[src/rtl/atcnet_pkg.sv]
// Shared state encoding, data types and default sizing for the ATCNet window scheduler.
package atcnet_pkg;

   localparam int DEF_DATA_WIDTH      = 16;
   localparam int DEF_RES_WIDTH       = 32;
   localparam int DEF_WINDOW_SIZE     = 32;
   localparam int DEF_RESULTS_PER_WIN = 1;
   localparam int DEF_TIMEOUT_CYC     = 1024;
   localparam int DEF_CNT_WIDTH       = 16;

   typedef enum logic [2:0] {IDLE, FILL, DRAIN, DONE, ERR} sched_state_e;

   typedef logic signed [DEF_DATA_WIDTH-1:0] sample_t;
   typedef logic        [DEF_RES_WIDTH-1:0]  result_t;

endpackage

[src/rtl/sched_watchdog.sv]
// DRAIN-phase result watchdog: reloads on i_load, counts down while enabled, and flags
// expiry once TIMEOUT_CYC-1 idle cycles have elapsed since the last load.
module sched_watchdog #(
   parameter int TIMEOUT_CYC = 1024
) (
   input  logic clk,
   input  logic rst_n,
   input  logic i_load,
   input  logic i_en,
   output logic o_expire
);
   localparam int              WD_W    = $clog2(TIMEOUT_CYC);
   localparam logic [WD_W-1:0] WD_LOAD = WD_W'(TIMEOUT_CYC - 1);
   localparam logic [WD_W-1:0] WD_ONE  = WD_W'(1);

   logic [WD_W-1:0] r_cnt;

   always_ff @(posedge clk) begin
      if (!rst_n) begin
         r_cnt <= '0;
      end else if (i_load) begin
         r_cnt <= WD_LOAD;
      end else if (i_en && (r_cnt != '0)) begin
         r_cnt <= r_cnt - WD_ONE;
      end
   end

   assign o_expire = (r_cnt == '0);

endmodule

[src/rtl/atcnet_window_scheduler.sv]
// Frame sequencer ahead of the ATCNet window chain: admits WINDOW_SIZE samples per window,
// waits for the chain's results, repeats num_windows times, and flushes on abort or timeout.
module atcnet_window_scheduler
   import atcnet_pkg::*;
#(
   parameter int DATA_WIDTH      = DEF_DATA_WIDTH,
   parameter int RES_WIDTH       = DEF_RES_WIDTH,
   parameter int WINDOW_SIZE     = DEF_WINDOW_SIZE,
   parameter int RESULTS_PER_WIN = DEF_RESULTS_PER_WIN,
   parameter int TIMEOUT_CYC     = DEF_TIMEOUT_CYC,
   parameter int CNT_WIDTH       = DEF_CNT_WIDTH
) (
   input  logic                  clk,
   input  logic                  rst_n,
   input  logic                  start,
   input  logic                  abort,
   input  logic [CNT_WIDTH-1:0]  num_windows,
   output logic                  busy,
   output logic                  done,
   output logic                  timeout_err,
   output logic [CNT_WIDTH-1:0]  win_count,
   input  logic                  s_valid,
   output logic                  s_ready,
   input  logic [DATA_WIDTH-1:0] s_sample,
   output logic                  pipe_valid,
   output logic [DATA_WIDTH-1:0] pipe_sample,
   output logic                  pipe_flush,
   input  logic                  res_valid,
   input  logic [RES_WIDTH-1:0]  res_data,
   output logic                  m_valid,
   output logic [RES_WIDTH-1:0]  m_data,
   output logic                  m_last
);
   // state | meaning
   // IDLE  | waiting for start; source stalled
   // FILL  | forwarding samples of the current window
   // DRAIN | source stalled; collecting chain results under watchdog
   // DONE  | frame complete; done pulses on the following cycle
   // ERR   | watchdog expired; flush the chain and raise timeout_err

   localparam int                   SAMP_W    = $clog2(WINDOW_SIZE);
   localparam int                   RES_W     = $clog2(RESULTS_PER_WIN + 1);
   localparam logic [SAMP_W-1:0]    SAMP_LAST = SAMP_W'(WINDOW_SIZE - 1);
   localparam logic [SAMP_W-1:0]    SAMP_ONE  = SAMP_W'(1);
   localparam logic [RES_W-1:0]     RES_LAST  = RES_W'(RESULTS_PER_WIN - 1);
   localparam logic [RES_W-1:0]     RES_ONE   = RES_W'(1);
   localparam logic [CNT_WIDTH-1:0] CNT_ONE   = CNT_WIDTH'(1);

   sched_state_e          r_state, w_next;
   logic [CNT_WIDTH-1:0]  r_num_win, r_win_cnt;
   logic [SAMP_W-1:0]     r_samp_cnt;
   logic [RES_W-1:0]      r_res_cnt;
   logic                  r_busy, r_done, r_timeout_err, r_s_ready, r_pipe_valid;
   logic                  r_pipe_flush, r_m_valid, r_m_last;
   logic [DATA_WIDTH-1:0] r_pipe_sample;
   logic [RES_WIDTH-1:0]  r_m_data;
   logic                  w_s_hs, w_r_hs, w_win_end, w_frame_end, w_abort;
   logic                  w_start_ok, w_start_zero, w_wd_expire;

   assign w_s_hs       = s_valid && r_s_ready;
   assign w_r_hs       = res_valid && (r_state == DRAIN);
   assign w_win_end    = w_r_hs && (r_res_cnt == RES_LAST);
   assign w_frame_end  = w_win_end && (r_win_cnt == (r_num_win - CNT_ONE));
   assign w_abort      = abort && (r_state != IDLE);
   assign w_start_ok   = (r_state == IDLE) && start && (num_windows != '0);
   assign w_start_zero = (r_state == IDLE) && start && (num_windows == '0);

   sched_watchdog #(.TIMEOUT_CYC(TIMEOUT_CYC)) u_watchdog (
      .clk      (clk),
      .rst_n    (rst_n),
      .i_load   ((r_state != DRAIN) || w_r_hs),
      .i_en     (r_state == DRAIN),
      .o_expire (w_wd_expire)
   );

   always_ff @(posedge clk) begin
      if (!rst_n) r_state <= IDLE;
      else        r_state <= w_next;
   end

   always_comb begin
      w_next = r_state;
      case (r_state)
         IDLE:    if (w_start_ok) w_next = FILL;
         FILL:    if (w_s_hs && (r_samp_cnt == SAMP_LAST)) w_next = DRAIN;
         DRAIN: begin
            // a result landing on the expiry cycle still counts
            if (w_win_end)                     w_next = w_frame_end ? DONE : FILL;
            else if (!res_valid && w_wd_expire) w_next = ERR;
         end
         DONE:    w_next = IDLE;
         ERR:     w_next = IDLE;
         default: w_next = IDLE;
      endcase
      if (w_abort) w_next = IDLE;
   end

   always_ff @(posedge clk) begin
      if (!rst_n) begin
         r_num_win     <= '0;
         r_win_cnt     <= '0;
         r_samp_cnt    <= '0;
         r_res_cnt     <= '0;
         r_busy        <= 1'b0;
         r_done        <= 1'b0;
         r_timeout_err <= 1'b0;
         r_s_ready     <= 1'b0;
         r_pipe_valid  <= 1'b0;
         r_pipe_sample <= '0;
         r_pipe_flush  <= 1'b0;
         r_m_valid     <= 1'b0;
         r_m_data      <= '0;
         r_m_last      <= 1'b0;
      end else begin
         r_s_ready    <= (w_next == FILL);
         r_busy       <= (w_next == FILL) || (w_next == DRAIN);
         r_pipe_valid <= w_s_hs && !w_abort;
         r_m_valid    <= w_r_hs && !w_abort;
         r_m_last     <= w_frame_end && !w_abort;
         r_done       <= ((r_state == DONE) && !w_abort) || w_start_zero;
         r_pipe_flush <= w_abort || (r_state == ERR);
         if (w_s_hs) r_pipe_sample <= s_sample;
         if (w_r_hs) r_m_data      <= res_data;

         if (start && (r_state == IDLE))       r_timeout_err <= 1'b0;
         else if ((r_state == ERR) && !w_abort) r_timeout_err <= 1'b1;

         if (w_start_ok) begin
            r_num_win  <= num_windows;
            r_win_cnt  <= '0;
            r_samp_cnt <= '0;
            r_res_cnt  <= '0;
         end else if (w_s_hs && !w_abort) begin
            r_samp_cnt <= (r_samp_cnt == SAMP_LAST) ? '0 : r_samp_cnt + SAMP_ONE;
         end else if (w_r_hs && !w_abort) begin
            if (w_win_end) begin
               r_res_cnt <= '0;
               r_win_cnt <= r_win_cnt + CNT_ONE;
            end else begin
               r_res_cnt <= r_res_cnt + RES_ONE;
            end
         end
      end
   end

   assign busy        = r_busy;
   assign done        = r_done;
   assign timeout_err = r_timeout_err;
   assign win_count   = r_win_cnt;
   assign s_ready     = r_s_ready;
   assign pipe_valid  = r_pipe_valid;
   assign pipe_sample = r_pipe_sample;
   assign pipe_flush  = r_pipe_flush;
   assign m_valid     = r_m_valid;
   assign m_data      = r_m_data;
   assign m_last      = r_m_last;

endmodule

[config.mk]
export PLATFORM = sky130hd
export DESIGN_NAME = atcnet_window_scheduler
export DESIGN_NICKNAME = d
export VERILOG_FILES = /design/src/rtl/atcnet_pkg.sv /design/src/rtl/sched_watchdog.sv /design/src/rtl/atcnet_window_scheduler.sv
export SDC_FILE = /design/constraint.sdc
export NUM_CORES = 1
export LEC_CHECK = 0
export ABC_AREA = 0
export BUFFER_PORTS_ARGS = -buffer_cell sky130_fd_sc_hd__buf_2
export CORE_ASPECT_RATIO = 1.4
export CORE_UTILIZATION = 50
export CTS_CLUSTER_DIAMETER = 150
export DETAILED_ROUTE_END_ITERATION = 8
export GPL_TIMING_DRIVEN = 0
export PLACE_DENSITY = 0.85
export SYNTH_ARGS = -nofsm -noshare
export SYNTH_HDL_FRONTEND = slang
export SYNTH_HIERARCHICAL = 1
export SYNTH_SLANG_ARGS = --single-unit
[constraint.sdc]
create_clock -name clk -period 4.6 [get_ports clk]
set_input_delay 0.23 -clock clk [delete_from_list [all_inputs] [get_ports clk]]
set_output_delay 0.23 -clock clk [all_outputs]
set_load 0.02 [all_outputs]
==> flow_summary_export.csv <==
group,metric,value,unit
timing,fin_ws,1.77,ns
floorplan,dieWidth,86.5,um
timing,tightest_slew,0.709,ns
placement,dp.cells,857,
synth,synth_fa_ha_area_share,1.45,%
clock_tree,cts-root-buf,"clkbuf_16",
timing,rsz0062_at_grt,"false",
timing,fin_skew,0.00758,ns
clock_tree,clkSinkCount,107,
synth,synth_top_area_share,42.8,%
grt,antenna_found_initial,0,
synth,async_flop_share,0,%
route,met2_length,6530,um
clock_tree,cts_resized,0,
route,routed.top_layer,"met4",
layout,n_antenna_cell,0,
synth,synth-simple-area-share,26.9,%
route,via_per_inst,5.44,
setup_path,crit_path_start_kind,"register",
floorplan,start_util,52.3,%
timing,period_share,61.5,%
synth,synth_edf_count,0,
timing,relSlewSlack,52.3,%
timing,setup_viol,0,
synth,yosysTopAreaCell,"dfxtp_1",
pwr,peakVddDrop,0.234,mV
setup_path,critPathCaptureType,"register",
layout,fin_nets,811,
placement,gp_congestion,0.901,
grt,grt_usage,25.2,%
synth,synthTopCellsByArea,"dfxtp_1 43%, nand2_1 9.5%, a21boi_0 7.8%",
layout,final_cell_mix,"143 x buf_2, 126 x nand2_1, 107 x dfxtp_1",
timing,fmax,353,MHz
timing,whs,0.127,ns
pwr,total_leakage_power,2.57,nW
floorplan,coreArea,9560,um^2
placement,pre_cts_ws,1.83,ns
route,ant_nets,0,
route,drc,0,
floorplan,die_area,10400,um^2
setup_path,crit_fanout,10,
floorplan,row_count,42,
route,drt_iter0_drc,217,
route,wl_per_cell,14.5,um
layout,nFillCells,837,
route,wl_met3,764,um
clock_tree,cts_tree,"yes",
status,outcome,"completed",
job,maxCapViolations,0,
clock_tree,clk_latency,0.35,ns
min_path,hp-class,"primary input to register",
timing,min_period,2.83,ns
synth,syn_nets,659,
grt,grt_max_degree,19,
layout,drive_above_1_share,23.3,%
timing,hold_viol_final,0,
synth,syn_area_per_cell,8.57,um^2
synth,yosys_warnings,6,
layout,instances_no_fill,873,
synth,synth_compound_area_share,16.0,%
synth,synth.ff_latch_count,107,
clock_tree,cts_max_level,3,
route,vias,4752,
clock_tree,cts_buffers,9,
synth,synthMuxAreaShare,3.40,%
grt,grt-ovfl-total,0,
pwr,p_per_area,323,nW/um^2
synth,syn-cell-area,5000,um^2
grt,grt_pass1_wl,20700,um
grt,grt_pass1_vias,4693,
placement,dp_hpwl,9670,um
timing,tns,0,ns
synth,synthXorXnorAreaFrac,5.78,%
floorplan,io_pins,142,
clock_tree,clk_pin_slew_worst_paths,0.07,ns
synth,synth-seq-area-share,42.8,%
synth,ys.flop_type,"dfxtp_1",
timing,finalMaxSlewViolations,0,
setup_path,crit_arrival,3.05,ns
layout,area_growth,23.6,%
synth,syn_inst,584,
layout,layout_commonest_cell,"buf_2",
synth,synth_top_family_by_area,"simple AND/OR/NAND/NOR gates",
route,wl_met1,4950,um
clock_tree,cts_setup_buffers,0,
clock_tree,clk_path_buf_depth,2,
route,wl,12700,um
route,firstDrtPassIters,5,
setup_path,critPathRequiredTime,4.82,ns
synth,ys_types,62,
layout,post-route-util,64.7,%
floorplan,die_y,120,um
clock_tree,ctsHoldBuffers,0,
placement,port_buffers,141,
setup_path,worstSetupPathType,"register to register",
## registers in the layout, indices dropped and copies added, names as in the netlist
signal,flops
busy,1
done,1
m_data,32
m_last,1
m_valid,1
pipe_flush,1
pipe_sample,16
pipe_valid,1
r_num_win,16
r_res_cnt,1
r_samp_cnt,5
r_state,3
s_ready,1
timeout_err,1
u_watchdog/r_cnt,10
win_count,16
## stage by stage
step	power [mW]	instance area (um^2)
2_1_floorplan	1.14	5000
3_3_place_gp	1.21	5870
3_5_place_dp	1.22	5870
4_1_cts	2.01	6180
5_1_grt	2.08	6180
6_report	2.00	6180
## path summary, 6_finish.rpt
| check | start | endpoint | slack (ns) | cells after the start |
|---|---|---|---|---|
| hold reg to reg | r_res_cnt$_SDFFE_PP0P_ | r_res_cnt$_SDFFE_PP0P_ | 0.45 | 2 |
| setup reg to reg | r_state[1]$_SDFF_PN0_ | win_count[13]$_SDFFE_PP0P_ | 1.77 | 7 |
| setup / recovery | r_state[1]$_SDFF_PN0_ | win_count[13]$_SDFFE_PP0P_ | 1.77 | 7 |
| hold / removal | res_data[3] | m_data[3]$_SDFFE_PN0P_ | 0.13 | 3 |
## cell families (layout without fill, tap and decap cells)
| group | count (synthesis) | count (layout) |
|---|---|---|
| AOI/OAI and AO/OA | 105 | 105 |
| and+or+nand+nor | 272 | 272 |
| muxes | 17 | 17 |
| xor gates and xnor gates | 33 | 33 |
| DFF | 107 | 107 |
| buffers and inverters | 44 | 201 |
| adders and majority gates | 6 | 6 |
## per-layer routing
layer,GRT usage (%),up-vias
met4,12.6,0
met3,6.01,34
met1,26.9,2216
met5,0,-
met2,45.5,178
li1,-,2324
## power by group
group / internal [mW] / switching, mW
logic: 0.104 / 0.128
registers: 0.949 / 0.0229
clock network: 0.444 / 0.349
total: 1.50 / 0.500
## final cells by class
| cell class | instances | area (um^2) | area share, % |
|---|---|---|---|
| Multi-Input combinational cell | 433 | 2680 | 43.3 |
| Sequential cell | 107 | 2140 | 34.6 |
| Timing Repair Buffer | 141 | 706 | 11.4 |
| Clock buffer | 10 | 239 | 3.86 |
| Tap cell | 132 | 165 | 2.67 |
| Buffer | 33 | 141 | 2.29 |
| Clock inverter | 6 | 72.6 | 1.17 |
| Inverter | 11 | 41.3 | 0.668 |
## critical path, stage by stage (launching register included)
cell and delay, ns:
dfxtp_1 0.32, clkbuf_1 0.27, nor3b_2 0.61, nand4_1 0.47
nor4_1 0.64, nand4_1 0.19, xor2_1 0.15, nor2_1 0.05
## Yosys cell counts, drive strengths merged, types with 2 or more instances
library cell  instances
nand2               126
dfxtp               107
a21boi               52
nor2                 41
clkbuf               25
xnor2                20
nor2b                19
mux2i                17
xor2                 13
nor3                 12
nor4                 12
a21oi                11
inv                  11
nand3                11
o31a                 11
buf                   8
o21ai                 7
ha                    5
nand2b                5
nand3b                5
nand4                 5
or4                   5
and2                  4
nor4b                 4
o21a                  4
o31ai                 4
a2111oi               3
and4                  3
nor3b                 3
or3                   3
or4b                  3
a31oi                 2
o211ai                2
o311ai                2
or2                   2
or3b                  2
No activity file was read; power rests on OpenSTA's default activity.
